$ cat config.mk
export PLATFORM = sky130hd
export DESIGN_NAME = fp_sig_mult_iter
export DESIGN_NICKNAME = d
export VERILOG_FILES = /design/src/rtl/fp_mul_pkg.sv /design/src/rtl/fp_operand_classify.sv /design/src/rtl/fp_sig_mult_iter.sv
export SDC_FILE = /design/constraint.sdc
export NUM_CORES = 1
export LEC_CHECK = 0
export CAP_MARGIN = 25
export CORE_UTILIZATION = 29
export DETAILED_ROUTE_END_ITERATION = 12
export GPL_TIMING_DRIVEN = 0
export SLEW_MARGIN = 15
export SYNTH_ARGS = -nofsm -noshare
export SYNTH_HDL_FRONTEND = slang
export SYNTH_HIERARCHICAL = 1
export SYNTH_SLANG_ARGS = --single-unit
$ cat constraint.sdc
create_clock -name clk -period 19.55 [get_ports clk]
set_input_delay 4.8875 -clock clk [delete_from_list [all_inputs] [get_ports clk]]
set_output_delay 4.8875 -clock clk [all_outputs]
set_load 0.02 [all_outputs]
$ cat src/rtl/fp_mul_pkg.sv
// Shared types and constants for the iterative single-precision significand multiplier.
// Holds the FSM encoding, format constants and the operand-pair special-case classifier.
package fp_mul_pkg;

  localparam int unsigned BIAS   = 127;
  localparam int unsigned EXP_W  = 8;
  localparam int unsigned FRAC_W = 23;
  localparam int unsigned SIG_W  = FRAC_W + 1;
  localparam int unsigned PROD_W = 48;

  typedef enum logic [1:0] {
    StIdle,
    StLoad,
    StMult,
    StDone
  } state_e;

  typedef enum logic [1:0] {
    ClsNormal,
    ClsZero,
    ClsInf,
    ClsNan
  } cls_e;

  // NaN dominates (including inf x zero), then inf, then zero.
  function automatic cls_e classify_pair(input logic zero_a, input logic inf_a,
                                         input logic nan_a, input logic zero_b,
                                         input logic inf_b, input logic nan_b);
    if (nan_a || nan_b || (inf_a && zero_b) || (zero_a && inf_b)) begin
      return ClsNan;
    end else if (inf_a || inf_b) begin
      return ClsInf;
    end else if (zero_a || zero_b) begin
      return ClsZero;
    end
    return ClsNormal;
  endfunction

endpackage

$ cat src/rtl/fp_operand_classify.sv
// Combinational decode of one IEEE-754 single word into sign, exponent, significand and
// special-case flags; denormals are flushed to zero.
module fp_operand_classify
  import fp_mul_pkg::*;
(
  input  logic [31:0]      word,
  output logic             sign,
  output logic [EXP_W-1:0] exp,
  output logic [SIG_W-1:0] significand,
  output logic             is_zero,
  output logic             is_inf,
  output logic             is_nan
);

  logic [FRAC_W-1:0] frac;
  logic              exp_min;
  logic              exp_max;

  assign sign    = word[31];
  assign exp     = word[30:23];
  assign frac    = word[FRAC_W-1:0];
  assign exp_min = (exp == '0);
  assign exp_max = (exp == '1);

  assign is_zero     = exp_min;
  assign is_inf      = exp_max && (frac == '0);
  assign is_nan      = exp_max && (frac != '0);
  assign significand = exp_min ? '0 : {1'b1, frac};

endmodule

$ cat src/rtl/fp_sig_mult_iter.sv
// Radix-2 shift-add significand multiplier for IEEE-754 single: one partial product per
// cycle, with sign, biased exponent sum and special-case flags for the downstream stage.
module fp_sig_mult_iter
  import fp_mul_pkg::*;
#(
  parameter int unsigned MANT_W = 24
) (
  input  logic              clk,
  input  logic              reset,
  input  logic              start,
  input  logic [31:0]       a,
  input  logic [31:0]       b,
  output logic              busy,
  output logic              done,
  output logic [PROD_W-1:0] product,
  output logic              product_msb,
  output logic [9:0]        exp_sum,
  output logic              sign,
  output logic              is_zero,
  output logic              is_inf,
  output logic              is_nan
);

  localparam logic [4:0] CntLast = 5'(MANT_W - 1);

  state_e state_q, state_d;

  logic [31:0]       a_q, b_q;
  logic [PROD_W-1:0] acc_q, acc_d, acc_sum;
  logic [4:0]        cnt_q, cnt_d;
  logic              opnd_en, res_en;

  logic             sign_a, sign_b;
  logic [EXP_W-1:0] exp_a, exp_b;
  logic [SIG_W-1:0] sig_a, sig_b;
  logic             zero_a, inf_a, nan_a, zero_b, inf_b, nan_b;
  cls_e             cls;
  logic [9:0]       exp_calc;

  logic [PROD_W-1:0] product_q;
  logic [9:0]        exp_sum_q;
  logic              sign_q, is_zero_q, is_inf_q, is_nan_q;

  fp_operand_classify u_cls_a (
    .word        (a_q),
    .sign        (sign_a),
    .exp         (exp_a),
    .significand (sig_a),
    .is_zero     (zero_a),
    .is_inf      (inf_a),
    .is_nan      (nan_a)
  );

  fp_operand_classify u_cls_b (
    .word        (b_q),
    .sign        (sign_b),
    .exp         (exp_b),
    .significand (sig_b),
    .is_zero     (zero_b),
    .is_inf      (inf_b),
    .is_nan      (nan_b)
  );

  // Operands stay latched for the whole operation, so the decode is stable from LOAD to DONE.
  assign cls      = classify_pair(zero_a, inf_a, nan_a, zero_b, inf_b, nan_b);
  assign exp_calc = {2'b00, exp_a} + {2'b00, exp_b} - 10'(BIAS);
  assign acc_sum  = acc_q + (sig_b[cnt_q] ? ({{(PROD_W - SIG_W){1'b0}}, sig_a} << cnt_q)
                                          : '0);

  always_comb begin
    state_d = state_q;
    acc_d   = acc_q;
    cnt_d   = cnt_q;
    opnd_en = 1'b0;
    res_en  = 1'b0;
    unique case (state_q)
      StIdle: begin
        if (start) begin
          opnd_en = 1'b1;
          state_d = StLoad;
        end
      end
      StLoad: begin
        if (cls != ClsNormal) begin
          res_en  = 1'b1;
          state_d = StDone;
        end else begin
          acc_d   = '0;
          cnt_d   = '0;
          state_d = StMult;
        end
      end
      StMult: begin
        acc_d = acc_sum;
        cnt_d = cnt_q + 5'd1;
        if (cnt_q == CntLast) begin
          res_en  = 1'b1;
          state_d = StDone;
        end
      end
      StDone: state_d = StIdle;
      default: state_d = StIdle;
    endcase
  end

  always_ff @(posedge clk or posedge reset) begin
    if (reset) begin
      state_q <= StIdle;
      a_q     <= '0;
      b_q     <= '0;
      acc_q   <= '0;
      cnt_q   <= '0;
    end else begin
      state_q <= state_d;
      acc_q   <= acc_d;
      cnt_q   <= cnt_d;
      if (opnd_en) begin
        a_q <= a;
        b_q <= b;
      end
    end
  end

  // Final MULT iteration lands straight in the product register via acc_sum.
  always_ff @(posedge clk or posedge reset) begin
    if (reset) begin
      product_q <= '0;
      exp_sum_q <= '0;
      sign_q    <= 1'b0;
      is_zero_q <= 1'b0;
      is_inf_q  <= 1'b0;
      is_nan_q  <= 1'b0;
    end else if (res_en) begin
      product_q <= (cls == ClsNormal) ? acc_sum : '0;
      exp_sum_q <= (cls == ClsNormal) ? exp_calc : '0;
      sign_q    <= sign_a ^ sign_b;
      is_zero_q <= (cls == ClsZero);
      is_inf_q  <= (cls == ClsInf);
      is_nan_q  <= (cls == ClsNan);
    end
  end

  assign busy        = (state_q == StLoad) || (state_q == StMult);
  assign done        = (state_q == StDone);
  assign product     = product_q;
  assign product_msb = product_q[PROD_W-1];
  assign exp_sum     = exp_sum_q;
  assign sign        = sign_q;
  assign is_zero     = is_zero_q;
  assign is_inf      = is_inf_q;
  assign is_nan      = is_nan_q;

endmodule
Word level (Yosys, flattened, before mapping)
Cells that the tools add are included.
{"block": "totals", "wordCells": 81, "reg_bits": 181, "mem_count": 0, "inputBits": 67, "mem_bits_rw": 0, "latchBits": 0, "romBits": 0}
{"block": "op_classes", "order_cmp": 1, "reduce_logical": 24, "mux": 27, "mul": 0, "eq_ne": 12, "div_mod_pow": 0, "addsub": 4, "shifts": 1, "bitwise_logic": 1}
{"cell": "48-bit 2-to-1 mux", "n": 3}
{"cell": "48-bit case mux with 2 select lines", "n": 1}
{"cell": "48-bit adder", "n": 1}
{"cell": "24-bit 2-to-1 mux", "n": 2}
{"cell": "24-bit by 5-bit << shifter with 48-bit output", "n": 1}
{"cell": "23-bit logical NOT", "n": 2}
{"cell": "23-bit nonzero test", "n": 2}
{"cell": "8-bit == test (second input constant)", "n": 2}
{"cell": "8-bit logical NOT", "n": 2}
{"cell": "2-bit 2-to-1 mux", "n": 6}
{"cell": "10-bit 2-to-1 mux", "n": 1}
{"cell": "5-bit case mux with 2 select lines", "n": 1}
{"cell": "9-bit by 7-bit subtractor with 10-bit output (second input constant)", "n": 1}
{"cell": "8-bit by 8-bit adder with 9-bit output", "n": 1}
{"cell": "1-bit 2-to-1 mux", "n": 9}
{"cell": "2-bit == test (second input constant)", "n": 4}
{"cell": "2-bit case mux with 4 select lines", "n": 1}
{"cell": "1-bit logical AND", "n": 6}
{"cell": "1-bit logical OR", "n": 6}
{"cell": "5-bit by 6-bit less-than comparator with 1-bit output (second input constant)", "n": 1}
{"cell": "2-bit != test (second input constant)", "n": 3}
{"cell": "5-bit by 1-bit adder with 5-bit output (second input constant)", "n": 1}
{"cell": "1-bit binary-select mux with 5-bit select", "n": 1}
{"cell": "5-bit == test (second input constant)", "n": 1}
{"cell": "other kinds (7)", "n": 11}

Longest topological paths before layout
Gate-level depths: netlist of the first run.
{"block": "depth", "ltp_word": 10, "mapped_depth": 22, "depth_no_buf": 20}

Modules after synthesis
Netlist of the first run, hierarchy kept.
{"module": "fp_sig_mult_iter", "n_inst": 1, "cells_per_inst": 1279, "seq_area_each_um2": 4529.3, "area_per_inst_um2": 11912.7}
{"module": "fp_operand_classify", "n_inst": 2, "cells_per_inst": 51, "seq_area_each_um2": 0.0, "area_per_inst_um2": 321.6}

Least setup slack after synthesis of the first run
OpenSTA, ideal clock, no wires.
{"block": "synth_timing", "path_type": "input port to flip-flop", "from": "in start", "to": "reg a_q[0]", "t_required_ns": 19.425, "setup_ns": 0.125, "t_arrival_ns": 5.815, "n_path_buf": 1, "cell_stages": 3, "path_slack_ns": 13.610, "path_cell_list": "nand2_1 clkbuf_1 mux2_2"}
{"block": "synth_between", "elab_chain_cells": 2}
{"item": "from (decl)", "line_no": "fp_sig_mult_iter.sv:10", "rtl": "input logic start,"}
{"item": "1-bit 2-to-1 mux", "line_no": "fp_sig_mult_iter.sv:78", "rtl": "if (start) begin"}
{"item": "1-bit 2-to-1 mux", "line_no": "fp_sig_mult_iter.sv:76", "rtl": "unique case (state_q)"}
{"item": "to (signal assigned)", "line_no": "fp_sig_mult_iter.sv:109", "rtl": "a_q <= '0;"}
{"item": "to (signal assigned)", "line_no": "fp_sig_mult_iter.sv:118", "rtl": "a_q <= a;"}
{"item": "to (decl)", "line_no": "fp_sig_mult_iter.sv:28", "rtl": "logic [31:0] a_q, b_q;"}
No other way between the ends.
A chain may end at the register's enable or synchronous reset.

Worst setup path in the final report of the first run
{"block": "layout_timing", "from": "reg state_q[0]", "to": "out busy"}
{"block": "layout_between", "elab_chain_cells": 2}
{"item": "from (decl)", "line_no": "fp_sig_mult_iter.sv:26", "rtl": "state_e state_q, state_d;"}
{"item": "from (signal assigned)", "line_no": "fp_sig_mult_iter.sv:108", "rtl": "state_q <= StIdle;"}
{"item": "from (signal assigned)", "line_no": "fp_sig_mult_iter.sv:114", "rtl": "state_q <= state_d;"}
{"item": "2-bit by 1-bit == test with 1-bit output or 2-bit == test (tied branches)", "line_no": "fp_sig_mult_iter.sv:143", "rtl": "assign busy = (state_q == StLoad) || (state_q == StMult);"}
{"item": "1-bit logical OR (*)", "line_no": "fp_sig_mult_iter.sv:143"}
{"item": "to (decl)", "line_no": "fp_sig_mult_iter.sv:13", "rtl": "output logic busy,"}
Mark *: on every way between the ends. The rest lies on a longest branch, timed or not.

==> results.sh, run 1 <==
export IMPL_dr_pass1_iters=5
export IMPL_grt_start_max_net_pins=104
export IMPL_fin_worst_skew_ns=0.0182
export IMPL_hold_class="flop to flop"
export IMPL_die_h_um=210
export IMPL_ys_types=76
export IMPL_syn_nets=1518
export IMPL_final_area_um2=15200
export IMPL_tightest_slew_ns=0.944
export IMPL_drc=0
export IMPL_rsz0062_at_grt="no"
export IMPL_synth_area_leaders="dfrtp_1, mux2_2, ha_1"
export IMPL_root_buffer="clkbuf_16"
export IMPL_tritoncts="yes"
export IMPL_port_buffers=131
export IMPL_grt_pass1_wl_um=62200
export IMPL_initialDrtViolationCount=644
export IMPL_synth_edf_count=0
export IMPL_cap_violations=0
export IMPL_cts_hold_buf=0
export IMPL_numCtsBuffers=17
export IMPL_synth_top_area_cell="dfrtp_1"
export IMPL_viasPerCell=5.15
export IMPL_overflow=0
export IMPL_worstPathArrival_ns=2.02
export IMPL_yosysMostFrequentCell="dfrtp_1"
export IMPL_clockBufferDepth=2
export IMPL_reg2reg_slack_ns=13.74
export IMPL_grt_util_met1=0.242
export IMPL_reg2reg_depth=20
export IMPL_maxSlewViolCount=0
export IMPL_yosysTopAreaCellShare=0.361
export IMPL_setup_viol=0
export IMPL_post_route_period_util=0.353
export IMPL_grt_pass1_vias=10900
export IMPL_synth_avg_cell_area_um2=9.09
export IMPL_gp_congestion=0.928
export IMPL_dieArea_um2=44100
export IMPL_postCtsSetupBuffers=0
export IMPL_drive_gt1_frac=0.135
export IMPL_hpwl_um=31700
export IMPL_worstReg2RegEnd="acc_q[32]$_DFFE_PP0P_"
export IMPL_synth_seq_cells=181
export IMPL_max_clock_freq_mhz=145
export IMPL_pin_count=132
export IMPL_htreeDepth=4
export IMPL_core_um2=42300
export IMPL_die_w_um=210
export IMPL_drtAntennaViolNets=0
export IMPL_gr_max_usage_layer="met2"
export IMPL_finalHoldViolCount=0
export IMPL_syn_inst=1381
export IMPL_pwr_density_cell_nw_per_um2=166
export IMPL_cts_repair_resize_count=0
export IMPL_diodes=0
export IMPL_ys_dominant_reg_cell="dfrtp_1"
export IMPL_startpoint="state_q[0]$_DFFE_PP0P_"
export IMPL_grt_met2_usage=0.295
export IMPL_critical_path_class="flop to output pin"
export IMPL_cp_max_fo=5
export IMPL_worstSetupEndpoint="busy"
export IMPL_whs_path_depth=2
export IMPL_initial_core_util=0.297
export IMPL_finalWorstPathRequiredPeriod_ns=6.91
export IMPL_r2r_start="b_q[30]$_DFFE_PP0P_"
export IMPL_num_rows=75
export IMPL_grt_use_met3=0.0313
export IMPL_synthTopCellsByCount="dfrtp_1, nand2_1, o21ai_0"
export IMPL_cts_sinks=181
export IMPL_cts_clk_slew_worst_paths_ns=0.07
export IMPL_dpl_cell_area_um2=14600
export IMPL_synthToLayoutAreaGrowth_pct=21.1
export IMPL_slew_headroom=0.369
export IMPL_num_nets_final=1669
export IMPL_start_kind="flop"
export IMPL_end_kind="output pin"
export IMPL_syn_cell_area_um2=12600
export IMPL_status="finished, final reports clean"
export IMPL_leakage_nw=6.36
export IMPL_synth_warnings=6
export IMPL_vias=10900
export IMPL_clock_latency_ns=0.46
export IMPL_nFillCells=4306
export IMPL_drt_total_wl_um=39400
export IMPL_tns_ns=0
export IMPL_synthArstFlopShare=1.00
export IMPL_ys_seq_area_frac=0.361
export IMPL_track_usage=0.182
export IMPL_drt_wirelength_per_cell_um=18.6
export IMPL_ir_worst_vdd_v=0.0000704
export IMPL_cp_required_ns=14.66
export IMPL_antenna_found_initial=0
==> metrics by stage <==
stage | utilization | worst slack [ns] | power (mW) | hold slack [ns] | instances
2_1_floorplan | - | 9.75 | 1.68 | 0.474 | 1381
3_3_place_gp | 0.345 | 7.22 | 2.15 | 0.464 | 2089
3_5_place_dp | 0.346 | 12.70 | 2.16 | 0.470 | 2090
4_1_cts | 0.359 | 12.61 | 2.52 | 0.488 | 2122
5_1_grt | 0.359 | 12.51 | 2.71 | 0.506 | 2122
6_report | 0.359 | 12.64 | 2.52 | 0.482 | 2122
==> how the worst min path moves through the flow <==
stage                                        from  slack [ns]                       to
final                     product[17]$_DFFE_PP0P_        0.48  product[17]$_DFFE_PP0P_
after global routing       product[6]$_DFFE_PP0P_        0.51   product[6]$_DFFE_PP0P_
after CTS                  product[2]$_DFFE_PP0P_        0.49   product[2]$_DFFE_PP0P_
after detailed placement   product[2]$_DFFE_PP0P_        0.47   product[2]$_DFFE_PP0P_
after global placement         is_inf$_DFFE_PP0P_        0.46       is_inf$_DFFE_PP0P_
after floorplan              acc_q[0]$_DFFE_PP0P_        0.47     acc_q[0]$_DFFE_PP0P_
==> layout make-up <==
class	instances	area [um^2]	area share
multi-input combinational	1066	7340	0.483
sequential	181	4530	0.298
timing repair buffer	132	1340	0.0881
tap	577	722	0.0475
buffer	101	558	0.0367
clock buffer	18	439	0.0289
clock inverter	14	138	0.00905
inverter	33	131	0.00864
==> per-layer routing <==
| layer | wire length [um] | vias up |
|---|---|---|
| li1 | - | 5259 |
| met1 | 18100 | 5298 |
| met2 | 18300 | 321 |
| met3 | 1900 | 55 |
| met4 | 1080 | 0 |
| met5 | 0 | - |
==> cells by family after synthesis <==
logic type | Yosys count | share of synthesized area
and+or+nand+nor | 464 | 0.177
AOI/OAI and AO/OA | 353 | 0.175
DFF | 181 | 0.361
buffers and inverters | 134 | 0.0543
muxes | 130 | 0.128
adders and majority gates | 70 | 0.0710
xor gates and xnor gates | 49 | 0.0342
==> cell usage in the layout, fill, tap and decap left out, types with 18 or more instances in the layout <==
cell type,n
clkdlybuf4s50_1,131
nand3_1,62
xor2_1,21
a21o_1,18
xnor2_1,28
a21oi_1,72
buf_4,29
nor2_1,87
mux2i_1,34
mux2_2,79
o21ai_0,134
ha_1,68
buf_2,18
inv_1,31
dfrtp_1,181
nand2_1,165
nor4_1,18
nand4_1,19
and2_1,61
clkbuf_1,41
==> critical path: stages (launching register included) <==
cell             delay, ns
dfrtp_1               0.42
inv_1                 0.10
ha_1                  0.37
clkdlybuf4s50_1       0.68
==> power by group <==
| group | internal (mW) | total, mW | switching (mW) | leakage, nW |
|---|---|---|---|---|
| logic | 0.636 | 1.58 | 0.940 | 3.73 |
| registers | 0.501 | 0.600 | 0.0993 | 2.36 |
| clock network | 0.172 | 0.346 | 0.173 | 0.275 |
| total | 1.31 | 2.52 | 1.21 | 6.36 |
==> state kept, by name, indices dropped and copies added (netlist names) <==
register,flops
acc_q,48
product,48
a_q,32
b_q,32
exp_sum,10
cnt_q,5
state_q,2
is_inf,1
is_nan,1
is_zero,1
sign,1
Power figures use the tool's default switching activity.
==> run 2: changes to the inputs <==
==> constraint.sdc (replaced) <==
create_clock -name clk -period 6.1 [get_ports clk]
set_input_delay 1.525 -clock clk [delete_from_list [all_inputs] [get_ports clk]]
set_output_delay 1.525 -clock clk [all_outputs]
set_load 0.02 [all_outputs]
==> results.sh, run 2 (same netlist as run 1, synthesis figures left out) <==
export IMPL_status="finished, final reports clean"
export IMPL_numCtsBuffers=17
export IMPL_setup_ws_ns=0.305
export IMPL_num_rows=75
export IMPL_nFillCells=4344
export IMPL_crit_chain="nor4_1 -> nand2_1 -> buf_2 -> and2_1 -> mux2_2 -> o21ai_0 -> nor2_1 -> a21oi_1 -> nor2_1 -> ha_1 -> and3_2 -> a21boi_0 -> a41oi_2 -> a21oi_2 -> o21ai_0 -> o21ai_1 -> xnor2_1 -> o21ai_0"
export IMPL_setup_viol=0
export IMPL_layout_commonest_cell="dfrtp_1"
export IMPL_track_usage=0.182
export IMPL_crit_slowest_cell="o21ai_0"
export IMPL_htreeDepth=4
export IMPL_fin_total_pwr_mw=8.17
export IMPL_cp_required_ns=6.41
export IMPL_cts_clk_slew_worst_paths_ns=0.07
export IMPL_start_kind="flop"
export IMPL_dpl_cell_area_um2=14700
export IMPL_initialDrtViolationCount=785
export IMPL_final_area_um2=15300
export IMPL_hpwl_um=32200
export IMPL_clockBufferDepth=2
export IMPL_dieArea_um2=44100
export IMPL_postCtsSetupBuffers=0
export IMPL_tritoncts="yes"
export IMPL_fin_cells=2126
export IMPL_diodes=0
export IMPL_synthToLayoutAreaGrowth_pct=22.0
export IMPL_antenna_found_initial=1
export IMPL_final_cell_mix="dfrtp_1, nand2_1, o21ai_0, clkdlybuf4s50_1, nor2_1"
export IMPL_finalWorstPathRequiredPeriod_ns=5.80
export IMPL_cp_max_fo=13
export IMPL_drtAntennaViolNets=0
export IMPL_grt_pass1_wl_um=62000
export IMPL_slew_headroom=0.411
export IMPL_fin_worst_skew_ns=0.0157
export IMPL_finalHoldViolCount=0
export IMPL_dr_pass1_iters=6
export IMPL_cts_sinks=181
export IMPL_pre_cts_slack_ns=0.296
export IMPL_tns_ns=0
export IMPL_leakage_nw=6.41
export IMPL_port_buffers=131
export IMPL_root_buffer="clkbuf_16"
export IMPL_critPathTopFamily="compound AO/OA/AOI/OAI gates"
export IMPL_critical_path_class="flop to flop"
export IMPL_numPlacedInstances=2094
export IMPL_slowest_delay_ns=0.65
export IMPL_pin_count=132
export IMPL_pwr_density_cell_nw_per_um2=534
export IMPL_die_h_um=210
export IMPL_cp_num_buf_inv=1
export IMPL_hold_class="flop to flop"
export IMPL_drc=0
export IMPL_maxSlewViolCount=0
export IMPL_max_clock_freq_mhz=173
export IMPL_worstPathArrival_ns=6.10
export IMPL_clock_latency_ns=0.46
export IMPL_crit_top_cell="o21ai_0"
export IMPL_grt_pass1_vias=10600
export IMPL_drt_wirelength_per_cell_um=18.7
export IMPL_drt_total_wl_um=39700
export IMPL_ir_worst_vdd_v=0.000245
export IMPL_die_w_um=210
export IMPL_vias=11000
export IMPL_cap_violations=0
export IMPL_rsz0062_at_grt="no"
export IMPL_gp_congestion=0.922
export IMPL_core_um2=42300
export IMPL_viasPerCell=5.19
export IMPL_drive_gt1_frac=0.138
export IMPL_tightest_slew_ns=0.874
export IMPL_overflow=0
export IMPL_post_route_period_util=0.950
export IMPL_end_kind="flop"
export IMPL_initial_core_util=0.297
export IMPL_num_nets_final=1673
export IMPL_grt_start_max_net_pins=37
[run 2: worst min-delay path, stage by stage (launching register included)]
cell	delay, ns
dfrtp_1	0.34
nand2_1	0.04
o21ai_0	0.06
[run 2: power breakdown]
part / total, mW / leakage, nW / internal, mW / switching (mW)
clock: 1.16 / 0.294 / 0.632 / 0.532
combinational: 5.09 / 3.76 / 2.05 / 3.05
sequential: 1.92 / 2.36 / 1.61 / 0.312
total: 8.17 / 6.41 / 4.28 / 3.89
[run 2: area by class of cell]
type                    count  area, um^2  share of cell area
plain buffers             101         558              0.0364
well taps                 577         722              0.0471
repair buffers            136        1410              0.0922
inverters                  33         128             0.00833
flip-flops and latches    181        4530               0.296
multi-input cells        1066        7360               0.480
clock buffers              20         447              0.0292
clock inverters            12         161              0.0105
[run 2: final timing paths]
check,start,endpoint,slack (ns),cells after the start
hold / removal,sign$_DFFE_PP0P_,sign$_DFFE_PP0P_,0.48,2
hold reg to reg,sign$_DFFE_PP0P_,sign$_DFFE_PP0P_,0.48,2
setup / recovery,a_q[30]$_DFFE_PP0P_,acc_q[31]$_DFFE_PP0P_,0.30,18
max in group asynchronous,reset,product[23]$_DFFE_PP0P_,3.89,4
setup reg to reg,a_q[30]$_DFFE_PP0P_,acc_q[31]$_DFFE_PP0P_,0.30,18
min in group asynchronous,reset,b_q[25]$_DFFE_PP0P_,1.42,2
[run 2: stage by stage]
step / utilization / hold slack [ns]
floorplan: - / 0.474
global placement: 0.345 / 0.464
detailed placement: 0.347 / 0.471
CTS: 0.362 / 0.488
global route: 0.362 / 0.510
finish: 0.362 / 0.480
[run 2: metal layers]
metal	share of wire	GRT usage
met5	0	0
met2	0.48	0.299
met1	0.45	0.245
met3	0.052	0.0302
met4	0.019	0.0518
[run 2: repair_timing]
action,CTS,global route
hold buffers,0,0
setup endpoints to repair,0,3
resized for setup,0,2
